[src/rtl/bsf_pkg.sv]
// Shared definitions for the byte-stream memory writer.
//   - Default widths of the word address, memory word and word-count fields.
//   - State encoding of the transfer FSM.
//   - Lane count and a helper that builds the byteenable for a partial word.
package bsf_pkg;

    localparam int ADDR_W_DEF     = 10;
    localparam int DATA_W_DEF     = 32;
    localparam int CNT_W_DEF      = 11;
    localparam int BYTES_PER_WORD = 4;

    typedef enum logic [1:0] {
        IDLE  = 2'd0,
        RUN   = 2'd1,
        FLUSH = 2'd2,
        DONE  = 2'd3
    } state_t;

    // Byteenable for a word whose last byte landed on lane k: lanes 0..k set.
    function automatic logic [BYTES_PER_WORD-1:0] be_mask(input logic [1:0] lane);
        logic [BYTES_PER_WORD-1:0] mask;
        mask = '0;
        for (int i = 0; i < BYTES_PER_WORD; i++) begin
            if (i <= int'(lane)) begin
                mask[i] = 1'b1;
            end
        end
        return mask;
    endfunction

endpackage

[src/rtl/bsf_byte_packer.sv]
// Little-endian byte-to-word packer.
// Ports:
//   clk, srst   : clock and synchronous active-high reset
//   byte_valid  : a byte is accepted this cycle
//   byte_data   : the accepted byte
//   byte_last   : the accepted byte ends the stream
//   word        : pack register merged with the current byte (combinational)
//   be          : byteenable of that word, lanes 0..current lane
//   word_valid  : the word completes this cycle (lane 3 or last byte)
module bsf_byte_packer
    import bsf_pkg::*;
#(
    parameter int DATA_W = DATA_W_DEF
) (
    input  logic                      clk,
    input  logic                      srst,
    input  logic                      byte_valid,
    input  logic [7:0]                byte_data,
    input  logic                      byte_last,
    output logic [DATA_W-1:0]         word,
    output logic [BYTES_PER_WORD-1:0] be,
    output logic                      word_valid
);

    logic [1:0]        lane_reg;
    logic [DATA_W-1:0] pack_reg;

    // The word presented on completion already contains the byte arriving
    // this cycle, so the top can capture it without an extra cycle.
    generate
        for (genvar gi = 0; gi < BYTES_PER_WORD; gi++) begin : g_lane
            assign word[8*gi +: 8] = (byte_valid && lane_reg == 2'(gi))
                                     ? byte_data : pack_reg[8*gi +: 8];
        end
    endgenerate

    assign be         = be_mask(lane_reg);
    assign word_valid = byte_valid && (lane_reg == 2'd3 || byte_last);

    // Clearing on completion keeps unused upper lanes of a partial word at 0.
    always_ff @(posedge clk) begin
        if (srst) begin
            lane_reg <= '0;
            pack_reg <= '0;
        end else if (byte_valid) begin
            if (word_valid) begin
                lane_reg <= '0;
                pack_reg <= '0;
            end else begin
                lane_reg <= lane_reg + 2'd1;
                pack_reg <= word;
            end
        end
    end

endmodule

[src/rtl/bsf_stream_mem_writer.sv]
// Avalon-MM write master that loads a byte stream into on-chip RAM.
// Bytes are packed little-endian into 32-bit words and written to
// consecutive word addresses starting at base_addr, up to max_words words.
// Ports:
//   clk, reset          : clock and synchronous active-high reset
//   start               : launches a transfer from IDLE (latches base/limit)
//   base_addr, max_words: first word address and word limit
//   s_data/s_valid/s_last/s_ready : byte stream input
//   avm_*               : memory write port (no waitrequest)
//   busy, done          : transfer in progress / one-cycle completion pulse
//   words_written       : words issued in the current or last transfer
//   overflow            : sticky, bytes were dropped at the limit
module bsf_stream_mem_writer
    import bsf_pkg::*;
#(
    parameter int ADDR_W = ADDR_W_DEF,
    parameter int DATA_W = DATA_W_DEF,
    parameter int CNT_W  = CNT_W_DEF
) (
    input  logic                      clk,
    input  logic                      reset,
    input  logic                      start,
    input  logic [ADDR_W-1:0]         base_addr,
    input  logic [CNT_W-1:0]          max_words,
    input  logic [7:0]                s_data,
    input  logic                      s_valid,
    input  logic                      s_last,
    output logic                      s_ready,
    output logic [ADDR_W-1:0]         avm_address,
    output logic                      avm_chipselect,
    output logic                      avm_write,
    output logic [BYTES_PER_WORD-1:0] avm_byteenable,
    output logic [DATA_W-1:0]         avm_writedata,
    output logic                      avm_clken,
    output logic                      busy,
    output logic                      done,
    output logic [CNT_W-1:0]          words_written,
    output logic                      overflow
);

    state_t                    state_reg, state_next;
    logic [ADDR_W-1:0]         base_reg;
    logic [CNT_W-1:0]          max_reg;
    logic [CNT_W-1:0]          words_reg;
    logic                      overflow_reg;
    logic                      pend_reg;
    logic [ADDR_W-1:0]         hold_addr_reg;
    logic [DATA_W-1:0]         hold_data_reg;
    logic [BYTES_PER_WORD-1:0] hold_be_reg;

    logic                      accept;
    logic [DATA_W-1:0]         pk_word;
    logic [BYTES_PER_WORD-1:0] pk_be;
    logic                      pk_word_valid;
    logic [CNT_W:0]            used_words;
    logic                      full;
    logic                      commit;
    logic [ADDR_W-1:0]         wr_addr;

    assign s_ready = (state_reg == RUN);
    assign accept  = s_valid && s_ready;

    bsf_byte_packer #(
        .DATA_W (DATA_W)
    ) u_packer (
        .clk        (clk),
        .srst       (reset),
        .byte_valid (accept),
        .byte_data  (s_data),
        .byte_last  (s_last),
        .word       (pk_word),
        .be         (pk_be),
        .word_valid (pk_word_valid)
    );

    // The limit counts the word sitting in the holding register too, since
    // it has been committed but words_written has not caught up yet.
    assign used_words = {1'b0, words_reg} + (CNT_W+1)'(pend_reg);
    assign full       = (used_words >= {1'b0, max_reg});
    assign commit     = pk_word_valid && !full;
    assign wr_addr    = base_reg + words_reg[ADDR_W-1:0] + ADDR_W'(pend_reg);

    always_comb begin
        state_next = state_reg;
        case (state_reg)
            IDLE:    if (start) state_next = RUN;
            RUN:     if (accept && s_last) state_next = FLUSH;
            FLUSH:   state_next = DONE;
            DONE:    state_next = IDLE;
            default: state_next = IDLE;
        endcase
    end

    always_ff @(posedge clk) begin
        if (reset) begin
            state_reg     <= IDLE;
            base_reg      <= '0;
            max_reg       <= '0;
            words_reg     <= '0;
            overflow_reg  <= 1'b0;
            pend_reg      <= 1'b0;
            hold_addr_reg <= '0;
            hold_data_reg <= '0;
            hold_be_reg   <= '0;
        end else begin
            state_reg <= state_next;
            if (state_reg == IDLE && start) begin
                base_reg     <= base_addr;
                max_reg      <= max_words;
                words_reg    <= '0;
                overflow_reg <= 1'b0;
            end else begin
                if (pend_reg) begin
                    words_reg <= words_reg + CNT_W'(1);
                end
                if (accept && full) begin
                    overflow_reg <= 1'b1;
                end
            end
            // Holding register frees the packer, so the stream never stalls.
            pend_reg      <= commit;
            hold_addr_reg <= commit ? wr_addr : '0;
            hold_data_reg <= commit ? pk_word : '0;
            hold_be_reg   <= commit ? pk_be   : '0;
        end
    end

    // A write still held when reset arrives is abandoned, not sent to memory.
    assign avm_write      = pend_reg && !reset;
    assign avm_chipselect = pend_reg && !reset;
    assign avm_address    = hold_addr_reg;
    assign avm_writedata  = hold_data_reg;
    assign avm_byteenable = hold_be_reg;
    assign avm_clken      = 1'b1;
    assign busy           = (state_reg == RUN) || (state_reg == FLUSH);
    assign done           = (state_reg == DONE);
    assign words_written  = words_reg;
    assign overflow       = overflow_reg;

endmodule

[config.mk]
export PLATFORM = sky130hd
export DESIGN_NAME = bsf_stream_mem_writer
export DESIGN_NICKNAME = d
export VERILOG_FILES = /design/src/rtl/bsf_pkg.sv /design/src/rtl/bsf_byte_packer.sv /design/src/rtl/bsf_stream_mem_writer.sv
export SDC_FILE = /design/constraint.sdc
export NUM_CORES = 1
export LEC_CHECK = 0
export BUFFER_PORTS_ARGS = -buffer_cell sky130_fd_sc_hd__buf_2
export CORE_MARGIN = 4
export CORE_UTILIZATION = 40
export DETAILED_ROUTE_END_ITERATION = 16
export HOLD_SLACK_MARGIN = 0.06
export PLACE_DENSITY = 0.66
export SYNTH_ARGS = -nofsm -noshare
export SYNTH_HDL_FRONTEND = slang
export SYNTH_SLANG_ARGS = --single-unit
[constraint.sdc]
create_clock -name clk -period 3 [get_ports clk]
set_input_delay 0 -clock clk [delete_from_list [all_inputs] [get_ports clk]]
set_output_delay 0 -clock clk [all_outputs]
set_load 0.01 [all_outputs]
# == After elaboration in Yosys (flattened, before gate mapping) ==
# Index checks and enable logic that the tools add are counted.
# totals
register_bits,116
out_inout_bits,64
elab_cells,63
in_bits,34
# classes
n_bitwise,1
n_reduce_logical,20
n_eq_ne,8
mux,13
add_sub_neg,5
order_cmp,4
# ops
op,n
$mux 32,1
$mux 8,4
$add 11x1->12,1
$ge 12x11->1,1
$add 11x1->11 const B,1
$logic_and 1x1->1,11
$add 10x1->10,1
$add 10x10->10,1
$eq 2x2->1 const B,4
$pmux 2 s4,1
$mux 2,3
$eq 2x1->1 const B,2
$le 2x2->1 const A,2
$logic_not 2->1,2
$mux 1,4
$reduce_or 2->1,2
$add 2x1->2 const B,1
$le 1x2->1 const A,1
$logic_not 1->1,2
$logic_or 1x1->1,2
$ne 2x1->1 const B,1
$ne 2x2->1 const B,1
$reduce_and 2->1,1
$not 1->1,1

# == Depth between registers and ports, before layout ==
# Gate-level depths: netlist (run 1).
# logic_depth
ltp_word,6
ltp_mapped,13
ltp_nobuf,11

# == Modules after synthesis ==
# A second synthesis (run 1) with hierarchy kept.
# unflattened
hier_cells,548
area_unflattened_um2,5261.3
# modules_own_cells
module,area_each_um2,seq_area_each_um2,instances,cells_per_inst
bsf_stream_mem_writer,3569.7,1641.6,1,388
bsf_byte_packer,1691.6,680.7,1,160

# == Worst setup path before layout (run 1) ==
# OpenSTA, ideal clock, no wires.
# synth_path
path_type,register to register
start,reg words_reg[3] (netlist: words_written[3])
end,reg hold_data_reg[24] (netlist: avm_writedata[24])
synth_period_minus_slack_ps,2606
setup_time_ps,70
n_path_buf,2
required_ps,2930
slack_ps,394
arrival_ps,2536
path_stages_with_launch,13
path_cell_list,dfxtp_1 > clkbuf_1 > nand2_1 > inv_1 > nand4_1 > nor2_1 > xor2_1 > ha_1 > a21o_1 > a221oi_2 > nand4_4 > buf_2 > a21oi_1
# synth_between
elab_chain_cells,6
# synth_rtl
element,line_no,source
from (decl),bsf_stream_mem_writer.sv:44,logic [CNT_W-1:0] words_reg;
from (signal assigned),bsf_stream_mem_writer.sv:114,words_reg <= words_reg + CNT_W'(1);
$add 11x1->12,bsf_stream_mem_writer.sv:78,"assign used_words = {1'b0, words_reg} + (CNT_W+1)'(pend_reg);"
$ge 12x11->1,bsf_stream_mem_writer.sv:79,"assign full = (used_words >= {1'b0, max_reg});"
$logic_not 1->1,bsf_stream_mem_writer.sv:80,assign commit = pk_word_valid && !full;
$logic_and 1x1->1,bsf_stream_mem_writer.sv:80,
$not 1->1 (no source line),-,
$reduce_or 2->1 (no source line),-,
to (signal assigned),bsf_stream_mem_writer.sv:123,hold_data_reg <= commit ? pk_word : '0;
to (decl),bsf_stream_mem_writer.sv:48,logic [DATA_W-1:0] hold_data_reg;
# Every way passes these cells.
# A chain may end at the register's enable or synchronous reset.

# == Final worst setup path (run 1) ==
# layout_path
start,reg words_reg[0] (netlist: words_written[0])
end,reg hold_data_reg[16] (netlist: avm_writedata[16])
# The elaborated chain is that of the path after synthesis.

==> impl_metrics.py, run 1 <==
metrics = {
    "power": {
        "p_leak_nw": 2.79,
        "power_switching_w": 0.00116,
        "p_clk_frac": 0.444,
        "power_density_mw_per_mm2": 648,
        "power_frac_seq": 0.391,
        "power_frac_comb": 0.164,
        "max-vdd-ir-drop_mv": 0.458,
        "swShare": 0.275,
        "power.internal_w": 0.00307,
    },
    "final_layout": {
        "areaGrowthSynthToFinish_pct": 32.4,
        "fin_area_sq_mm": 0.00653,
        "antenna-diode-count": 0,
        "drive_above_1_share": 0.198,
        "fin_nets": 791,
    },
    "cts": {
        "clk_latency_ns": 0.42,
        "post_cts_buffers": 0,
        "clock_path_buffers": 2,
        "cts_tree": "yes",
        "clock-sinks": 115,
        "htree_levels": 4,
        "clkTransAtPathRegs_ns": 0.05,
        "cts_buffers": 17,
        "cts_root_buffer": "clkbuf_16",
    },
    "floorplan": {
        "dieArea_sq_mm": 0.0142,
        "io_pins": 98,
        "die_h_um": 119,
        "initial_utilization": 0.409,
        "die_x_um": 119,
        "row_count": 40,
        "core_sq_mm": 0.0121,
    },
    "sta": {
        "period_minus_slack_ns": 2.77,
        "slew-limit-headroom": 0.469,
        "whs_ns": 0.0938,
        "fin_crit_sh": 0.922,
        "worst_pin_slew_ns": 0.796,
        "rsz0062_at_grt": "no",
        "drv_slew": 0,
        "finalHoldViolCount": 0,
        "setup_viol": 0,
        "totalNegativeSetupSlack_ns": 0,
        "fmax_mhz": 362,
        "skew_ns": 0.00562,
    },
    "logic_synthesis": {
        "ys_async_sr_fraction": 0,
        "ys_top_cells_by_area": "dfxtp_1 47%, nand2_1 9.5%, ha_1 7.9%, a21oi_1 6.6%, nor2_1 5.3%",
        "synth_top_cell_area_share": 0.467,
        "synth-edff-count": 0,
        "syn_area_sq_mm": 0.00493,
        "synth.avg_cell_area_sq_um": 8.40,
        "yosysWarnings": 0,
        "synth_most_common_cell": "nand2_1",
        "ys_types": 47,
        "yosys_register_bits": 115,
        "syn_nets": 654,
        "synth_largest_area_cell": "dfxtp_1",
        "postSynthCellCount": 587,
        "synthTopCellsByCount": "125 x nand2_1, 115 x dfxtp_1, 70 x nor2_1",
        "synth-seq-area-share": 0.467,
        "synthFlopType": "dfxtp_1",
    },
    "drt": {
        "wl_per_cell_um": 14.0,
        "drt_iter0_drc": 263,
        "drc_errors": 0,
        "vias_per_cell": 4.88,
        "postRouteAntennaNets": 0,
        "drt_pass1_iterations": 5,
        "wl_mm": 12.6,
        "vias": 4408,
    },
    "worst_setup_path": {
        "critical_path_arrival_ns": 3.11,
        "r2r_cells": 11,
        "critPathRequiredTime_ns": 3.35,
        "r2r_start": "words_written[0]$_SDFFE_PP0P_",
        "r2r_slack_ns": 0.23,
        "r2r_end": "avm_writedata[16]$_SDFF_PP0_",
        "start_kind": "register",
        "critPathMaxFanout": 23,
        "crit_end": "avm_writedata[16]$_SDFF_PP0_",
        "end_kind": "register",
        "crit_start": "words_written[0]$_SDFFE_PP0P_",
        "critPathKind": "register to register",
    },
    "global_route": {
        "grt_pass1_wl_mm": 20.9,
        "grt_max_degree": 33,
        "grt.total_usage": 0.186,
        "grt_antenna_before_repair": 0,
        "overflow": 0,
        "grt_pass1_vias": 4241,
    },
    "placed_design": {
        "gp_congestion": 0.833,
        "place_hpwl_mm": 8.85,
        "port-buffer-count": 96,
        "place_area_sq_mm": 0.00557,
    },
    "job": {
        "maxCapViolCount": 0,
    },
    "outcome": {
        "status": "completed",
    },
    "hold_path": {
        "min_path_type": "input pin to register",
    },
}
layout by cell type, fill, tap and decap left out, types with 2 or more instances in the layout:
| cell type | n |
|---|---|
| o21ai_1 | 3 |
| and2_1 | 4 |
| nor2b_1 | 3 |
| mux2i_1 | 2 |
| a31oi_1 | 2 |
| a22oi_1 | 25 |
| nand3_1 | 5 |
| o21a_1 | 3 |
| clkinv_2 | 2 |
| dfxtp_1 | 111 |
| nor4_1 | 3 |
| clkinvlp_4 | 4 |
| clkbuf_8 | 3 |
| fa_1 | 2 |
| nor2_1 | 70 |
| dfxtp_2 | 4 |
| ha_1 | 31 |
| buf_4 | 10 |
| xor2_1 | 13 |
| inv_1 | 27 |
| nand4_1 | 5 |
| o21ai_0 | 7 |
| clkbuf_16 | 17 |
| nor3_1 | 7 |
| nand2_1 | 125 |
| dlygate4sd3_1 | 40 |
| and3_1 | 5 |
| a21o_1 | 4 |
| a21oi_1 | 65 |
| xnor2_1 | 11 |
| buf_2 | 96 |
| a211oi_1 | 2 |
| clkbuf_1 | 3 |
| nand2b_1 | 2 |
worst max-delay path: stages, from the launching register on:
cell and delay, ns:
dfxtp_2 0.40, ha_1 0.25, nand3_2 0.13, nor2_2 0.22, nand2_1 0.09, xnor2_1 0.13
ha_1 0.19, a21o_1 0.18, a221oi_2 0.36, nand4_4 0.28, buf_4 0.31, a21oi_1 0.15
per-layer routing:
layer  track usage  wire length, um  vias to the layer above
li1              -                -                     2238
met1         0.240             5710                     2006
met2         0.281             5660                      134
met3        0.0575              858                       30
met4        0.0934              383                        0
met5             0                0                        -
cell families after synthesis:
group	Yosys count	share of synthesized area
AO/OA/AOI/OAI	119	0.146
XOR/XNOR	24	0.0426
adder cells (fa/ha/maj)	33	0.0868
buffers and inverters	55	0.0464
flip-flops	115	0.467
multiplexers	2	0.00406
other	1	0.000760
AND/OR/NAND/NOR	238	0.207
timing repair:
action	4_1_cts	5_1_grt
hold endpoints to repair	86	0
hold buffers	40	0
gates resized for setup	0	4
setup endpoints to repair	0	35
layout make-up:
class	instances	area (sq um)
fillers	1086	5530
multi-input cells	417	2400
flip-flops and latches	115	2310
repair buffers	146	956
clock buffers	23	478
well taps	168	210
inverters	27	101
clock inverters	8	78.8
power groups by stage:
stage	Combinational [W]	Clock, W	Sequential, W
after floorplan	0.000458	0	0.00168
after global placement	0.000610	0	0.00168
after detailed placement	0.000630	0	0.00169
after CTS	0.000695	0.00192	0.00166
after global routing	0.000791	0.00199	0.00166
final	0.000696	0.00188	0.00166
worst min-delay path by stage:
stage,slack [ns],to,cells past startpoint,start
after floorplan,0.14,avm_writedata[27]$_SDFF_PP0_,2,s_data[3]
after global routing,0.13,max_reg[0]$_SDFFE_PP0P_,5,start
after global placement,0.24,max_reg[5]$_SDFFE_PP0P_,3,max_words[5]
after CTS,0.06,state_reg[0]$_SDFFE_PP0P_,5,start
after detailed placement,0.25,max_reg[2]$_SDFFE_PP0P_,3,max_words[2]
final,0.09,state_reg[0]$_SDFFE_PP0P_,5,start
metrics by stage:
stage                     instances  setup WS (ns)  utilization  total power [W]
after floorplan                 587          0.394            -          0.00214
after global placement          833          0.203        0.462          0.00229
after detailed placement        833          0.143        0.462          0.00232
after CTS                       904          0.117        0.541          0.00427
after global routing            904        0.00538        0.542          0.00445
final                           904          0.235        0.542          0.00423
Power figures use the tool's default switching activity.
==> run 2, diff against run 1 <==
MAX_ROUTING_LAYER = met4   (was default)
SETUP_SLACK_MARGIN = 0.5   (was default)
==> run 2 against run 1 <==
  * Flip-flop and latch count stayed put
  * Wire length rose by 12%
  * Via count is 5.7% higher
  * Final cell count is 1.9% higher
  * Total power rose by 7.8%
  * First-iteration DRC count is 11% higher
  * Critical path type unchanged
  * Largest cell class unchanged
==> impl_metrics.py, run 2 (synthesis gave the netlist of run 1 again) <==
metrics = {
    "drt": {
        "postRouteAntennaNets": 0,
        "wl_per_cell_um": 15.3,
        "drt_iter0_drc": 293,
        "wl_mm": 14.1,
        "vias_per_cell": 5.06,
        "vias": 4659,
        "drc_errors": 0,
        "drt_pass1_iterations": 5,
    },
    "sta": {
        "setup_viol": 0,
        "skew_ns": 0.0104,
        "drv_slew": 0,
        "finalHoldViolCount": 0,
        "rsz0062_at_grt": "yes",
        "period_minus_slack_ns": 2.54,
        "fin_crit_sh": 0.845,
        "fmax_mhz": 394,
        "whs_ns": 0.0706,
        "totalNegativeSetupSlack_ns": 0,
        "worst_pin_slew_ns": 0.823,
        "slew-limit-headroom": 0.451,
    },
    "global_route": {
        "grtUsageMet2": 0.310,
        "overflow": 0,
        "grt_busiest_layer": "met2",
        "grt_max_degree": 40,
        "grt_antenna_before_repair": 0,
        "grt_pass1_wl_mm": 21.5,
        "grt.total_usage": 0.197,
        "grt_use_met1": 0.230,
        "grt_pass1_vias": 4487,
        "met3_usage": 0.0603,
    },
    "cts": {
        "clk_latency_ns": 0.43,
        "clock-sinks": 115,
        "cts_tree": "yes",
        "clkTransAtPathRegs_ns": 0.05,
        "cts_root_buffer": "clkbuf_16",
        "cts_buffers": 17,
        "clock_path_buffers": 2,
        "htree_levels": 4,
    },
    "power": {
        "power_frac_seq": 0.363,
        "power_frac_comb": 0.165,
        "p_clk_frac": 0.472,
        "power_switching_w": 0.00123,
        "swShare": 0.270,
        "power.internal_w": 0.00333,
        "p_leak_nw": 2.96,
        "max-vdd-ir-drop_mv": 0.439,
        "power_density_mw_per_mm2": 659,
    },
    "placed_design": {
        "dp_cells": 836,
        "port-buffer-count": 96,
        "place_area_sq_mm": 0.00559,
        "gp_congestion": 0.853,
        "place_hpwl_mm": 8.81,
    },
    "job": {
        "maxCapViolCount": 0,
    },
    "floorplan": {
        "die_x_um": 119,
        "initial_utilization": 0.409,
        "io_pins": 98,
        "die_h_um": 119,
        "core_sq_mm": 0.0121,
        "dieArea_sq_mm": 0.0142,
        "row_count": 40,
    },
    "hold_path": {
        "min_path_type": "input pin to register",
        "holdPathStages": 5,
    },
    "worst_setup_path": {
        "critical_path_arrival_ns": 2.88,
        "end_kind": "register",
        "critPathRequiredTime_ns": 3.34,
        "slowest_delay_ns": 0.36,
        "critPathSlowestCell": "ha_1",
        "crit_path_cell_trace": "nand4_1 > nor3_2 > nand3_1 > xnor2_1 > ha_1 > a221oi_4 > nand4_4 > buf_12 > buf_6 > a211oi_2",
        "critPathKind": "register to register",
        "r2r_cells": 10,
        "start_kind": "register",
        "critPathMaxFanout": 9,
    },
    "final_layout": {
        "final_common_cell": "nand2_1",
        "final_cell_mix": "124 x nand2_1, 107 x dfxtp_1, 96 x buf_2, 66 x nor2_1, 60 x a21oi_1",
        "areaGrowthSynthToFinish_pct": 40.5,
        "layoutNonFillerInstCount": 921,
        "regArea_sq_mm": 0.00232,
        "num-fill-cells": 1071,
        "antenna-diode-count": 0,
        "drive_above_1_share": 0.250,
        "multi_input_area_sq_mm": 0.00250,
        "fin_nets": 808,
        "fin_area_sq_mm": 0.00693,
        "post-route-util": 0.575,
    },
    "outcome": {
        "status": "completed",
    },
}
[run 2: changes by cell type in the layout (fill, tap and decap cells not counted), moves of 4 or more]
| cell | delta |
|---|---|
| a21oi_2 | +5 |
| nor2_1 | -4 |
| a21oi_1 | -5 |
| buf_4 | +9 |
| dfxtp_1 | -4 |
[run 2: critical path, delay by kind of cell, from the launching register on]
| family | cells | cell delay [ns] |
|---|---|---|
| and+or+nand+nor | 4 | 0.79 |
| AOI/OAI and AO/OA | 2 | 0.49 |
| adders and majority gates | 1 | 0.36 |
| DFF | 1 | 0.33 |
| buffers and inverters | 2 | 0.31 |
| xor gates and xnor gates | 1 | 0.16 |
[run 2: what timing repair did]
action	CTS	global route
hold endpoints to repair	85	0
hold buffers	40	0
buffers inserted	3	6
setup endpoints to repair	45	57
pin swaps	2	15
cloned	0	5
gates resized for setup	9	27
[run 2: area by class of cell]
cell class | instances | share of cell area
multi-input combinational | 417 | 0.360
clock buffer | 19 | 0.0654
tap | 168 | 0.0303
timing repair buffer | 163 | 0.169
sequential | 115 | 0.334
inverter | 27 | 0.0146
clock inverter | 12 | 0.0260
[run 2: metrics by stage]
stage               power [W]  setup slack [ns]
CTS                   0.00454             0.508
detailed placement    0.00232             0.103
global placement      0.00230             0.233
floorplan             0.00214             0.507
finish                0.00456             0.464
global route          0.00476             0.362
[run 2: power by group through the flow]
stage / Clock (W) / Combinational (W) / Sequential [W]
floorplan: 0 / 0.000458 / 0.00168
global route: 0.00225 / 0.000844 / 0.00167
CTS: 0.00218 / 0.000701 / 0.00166
detailed placement: 0 / 0.000633 / 0.00169
finish: 0.00216 / 0.000754 / 0.00166
global placement: 0 / 0.000613 / 0.00168
[run 2: worst paths after layout]
path,from,end,slack (ns)
setup / recovery,words_written[5]$_SDFFE_PP0P_,avm_address[3]$_SDFF_PP0_,0.46
hold / removal,s_valid,state_reg[0]$_SDFFE_PP0P_,0.07
setup reg to reg,words_written[5]$_SDFFE_PP0P_,avm_address[3]$_SDFF_PP0_,0.46
hold reg to reg,u_packer.pack_reg[29]$_SDFFE_PP0P_,u_packer.pack_reg[29]$_SDFFE_PP0P_,0.45
[run 2: routing by layer]
metal  routed length, um  vias up  share of wire
met5                   0        -              0
met4                 595        0          0.042
met3                 798       46          0.057
met2                6600      168           0.47
met1                6090     2169           0.43
li1                    -     2276              -
==> run 3, diff against run 2 <==
PLACE_DENSITY = 0.68   (was 0.66)
clock period = 2.3 ns   (was 3 ns; I/O delays follow)
==> run 3 against run 2 <==
  * The run now ends with setup timing left
  * Final area up 1.9%
  * Count of clock-buffer cells in the layout up 3
  * Worst setup slack worse by 0.69 ns
  * Register-to-register slack worse by 0.69 ns
  * Clock power up 20%
  * Largest power group unchanged
  * Sequential power up 30%
  * Total power up 26%
  * Core utilization up 1.1 points
  * Critical endpoint is now avm_address[9]$_SDFF_PP0_
  * Non-clock buffer count up 5
==> impl_metrics.py, run 3 (synthesis gave the netlist of run 1 again) <==
metrics = {
    "outcome": {
        "status": "complete, but fails checks",
        "violations": "setup timing",
    },
    "cts": {
        "clock_path_buffers": 2,
        "clock-sinks": 115,
        "cts_tree": "yes",
        "cts_root_buffer": "clkbuf_16",
        "htree_levels": 4,
        "clk_latency_ns": 0.40,
        "clkTransAtPathRegs_ns": 0.05,
        "cts_buffers": 17,
    },
    "job": {
        "maxCapViolCount": 0,
    },
    "hold_path": {
        "min_path_type": "input pin to register",
        "holdPathStages": 5,
        "hold-path-endpoint": "state_reg[0]$_SDFFE_PP0P_",
        "min_from": "start",
    },
    "sta": {
        "slew-limit-headroom": 0.657,
        "finalWorstSetupSlack_ns": -0.225,
        "fin_crit_sh": 1.10,
        "finalHoldViolCount": 0,
        "setup_viol": 47,
        "rsz0062_at_grt": "yes",
        "period_minus_slack_ns": 2.53,
        "fmax_mhz": 396,
        "drv_slew": 0,
        "totalNegativeSetupSlack_ns": -7.43,
        "worst_pin_slew_ns": 0.512,
        "skew_ns": 0.00360,
    },
    "worst_setup_path": {
        "r2r_cells": 10,
        "start_kind": "register",
        "r2r_slack_ns": -0.23,
        "critPathKind": "register to register",
        "critPathSlowestCell": "dfxtp_1",
        "r2r_start": "words_written[8]$_SDFFE_PP0P_",
        "slowest_delay_ns": 0.34,
        "critPathRequiredTime_ns": 2.62,
        "path_buf_inv": 1,
        "critPathMaxFanout": 6,
        "crit_path_cell_trace": "nand4_1 > nor3_2 > nand3_1 > xnor2_1 > ha_1 > and3_1 > nand3b_1 > nand4_4 > buf_12 > nor4_2",
        "r2r_end": "avm_address[9]$_SDFF_PP0_",
        "end_kind": "register",
        "cp_top_family": "simple AND/OR/NAND/NOR gates",
        "critical_path_arrival_ns": 2.84,
    },
    "global_route": {
        "overflow": 0,
        "grt_max_degree": 32,
        "grt_antenna_before_repair": 0,
        "grt_pass1_wl_mm": 22.2,
        "grt_pass1_vias": 4584,
        "grt.total_usage": 0.200,
    },
    "final_layout": {
        "areaGrowthSynthToFinish_pct": 43.2,
        "final_cell_mix": "120 x nand2_1, 110 x dfxtp_1, 96 x buf_2, 61 x nor2_1, 38 x a21oi_1",
        "final_common_cell": "nand2_1",
        "fin_nets": 813,
        "antenna-diode-count": 0,
        "drive_above_1_share": 0.310,
    },
    "drt": {
        "vias_per_cell": 5.07,
        "vias": 4692,
        "drc_errors": 0,
        "postRouteAntennaNets": 0,
        "wl_per_cell_um": 15.1,
        "drt_pass1_iterations": 5,
        "drt_iter0_drc": 285,
        "wl_mm": 14.0,
    },
    "floorplan": {
        "dieArea_sq_mm": 0.0142,
        "row_count": 40,
        "die_x_um": 119,
        "die_h_um": 119,
        "core_sq_mm": 0.0121,
        "io_pins": 98,
        "initial_utilization": 0.409,
    },
    "placed_design": {
        "pre_cts_slack_ns": -0.228,
        "port-buffer-count": 96,
        "place_hpwl_mm": 9.19,
        "gp_congestion": 0.877,
    },
    "power": {
        "max-vdd-ir-drop_mv": 0.478,
        "power_density_mw_per_mm2": 816,
        "p_leak_nw": 2.97,
    },
}
[run 3: timing repair]
item | 4_1_cts | 5_1_grt
hold buffers | 31 | 0
setup endpoints to repair | 71 | 71
gates resized for setup | 24 | 47
pin swaps | 14 | 13
cloned | 0 | 1
hold endpoints to repair | 84 | 0
setup buffers | 4 | 4
[run 3: worst min-delay path: stages]
cell and delay [ns]:
buf_2 0.11, nor2b_1 0.09, a21oi_1 0.08, nor2_1 0.09, a211oi_1 0.05
[run 3: layout make-up]
type,count,area (sq um)
clock inverter,9,104
timing repair buffer,168,1160
multi-input combinational,417,2690
clock buffer,22,484
sequential,115,2310
fill,980,5000
inverter,27,104
tap,168,210
[run 3: stage by stage]
| step | cell area (sq um) | std cells | hold WS (ns) | utilization | total power, W |
|---|---|---|---|---|---|
| final | 7060 | 926 | 0.0781 | 0.585 | 0.00576 |
| after global routing | 7060 | 926 | 0.159 | 0.585 | 0.00602 |
| after CTS | 6820 | 921 | 0.0710 | 0.566 | 0.00573 |
| after detailed placement | 5780 | 855 | 0.247 | 0.479 | 0.00307 |
| after global placement | 5780 | 855 | 0.239 | 0.479 | 0.00303 |
| after floorplan | 5000 | 587 | 0.133 | - | 0.00279 |
[run 3: metal layers]
layer	up-vias	wire length (um)	global-route usage
li1	2280	-	-
met5	-	0	-
met1	2215	6150	0.236
met4	0	369	0.0760
met2	163	6810	0.327
met3	34	686	0.0537
[run 3: where the power goes]
part | internal [W] | leakage, nW | switching [W]
Sequential | 0.00209 | 0.933 | 0.0000672
Clock | 0.00170 | 0.288 | 0.000895
Combinational | 0.000391 | 1.75 | 0.000619
[run 3: how the worst max path moves through the flow]
stage / slack (ns) / from / cells past startpoint / end
2_1_floorplan: -0.02 / words_written[3]$_SDFFE_PP0P_ / 12 / avm_writedata[24]$_SDFF_PP0_
3_3_place_gp: -0.09 / words_written[8]$_SDFFE_PP0P_ / 9 / avm_writedata[11]$_SDFF_PP0_
3_5_place_dp: -0.23 / pend_reg$_SDFF_PP0_ / 11 / avm_writedata[8]$_SDFF_PP0_
4_1_cts: -0.08 / pend_reg$_SDFF_PP0_ / 10 / avm_address[9]$_SDFF_PP0_
5_1_grt: -0.30 / words_written[8]$_SDFFE_PP0P_ / 10 / avm_address[9]$_SDFF_PP0_
6_report: -0.23 / words_written[8]$_SDFFE_PP0P_ / 10 / avm_address[9]$_SDFF_PP0_
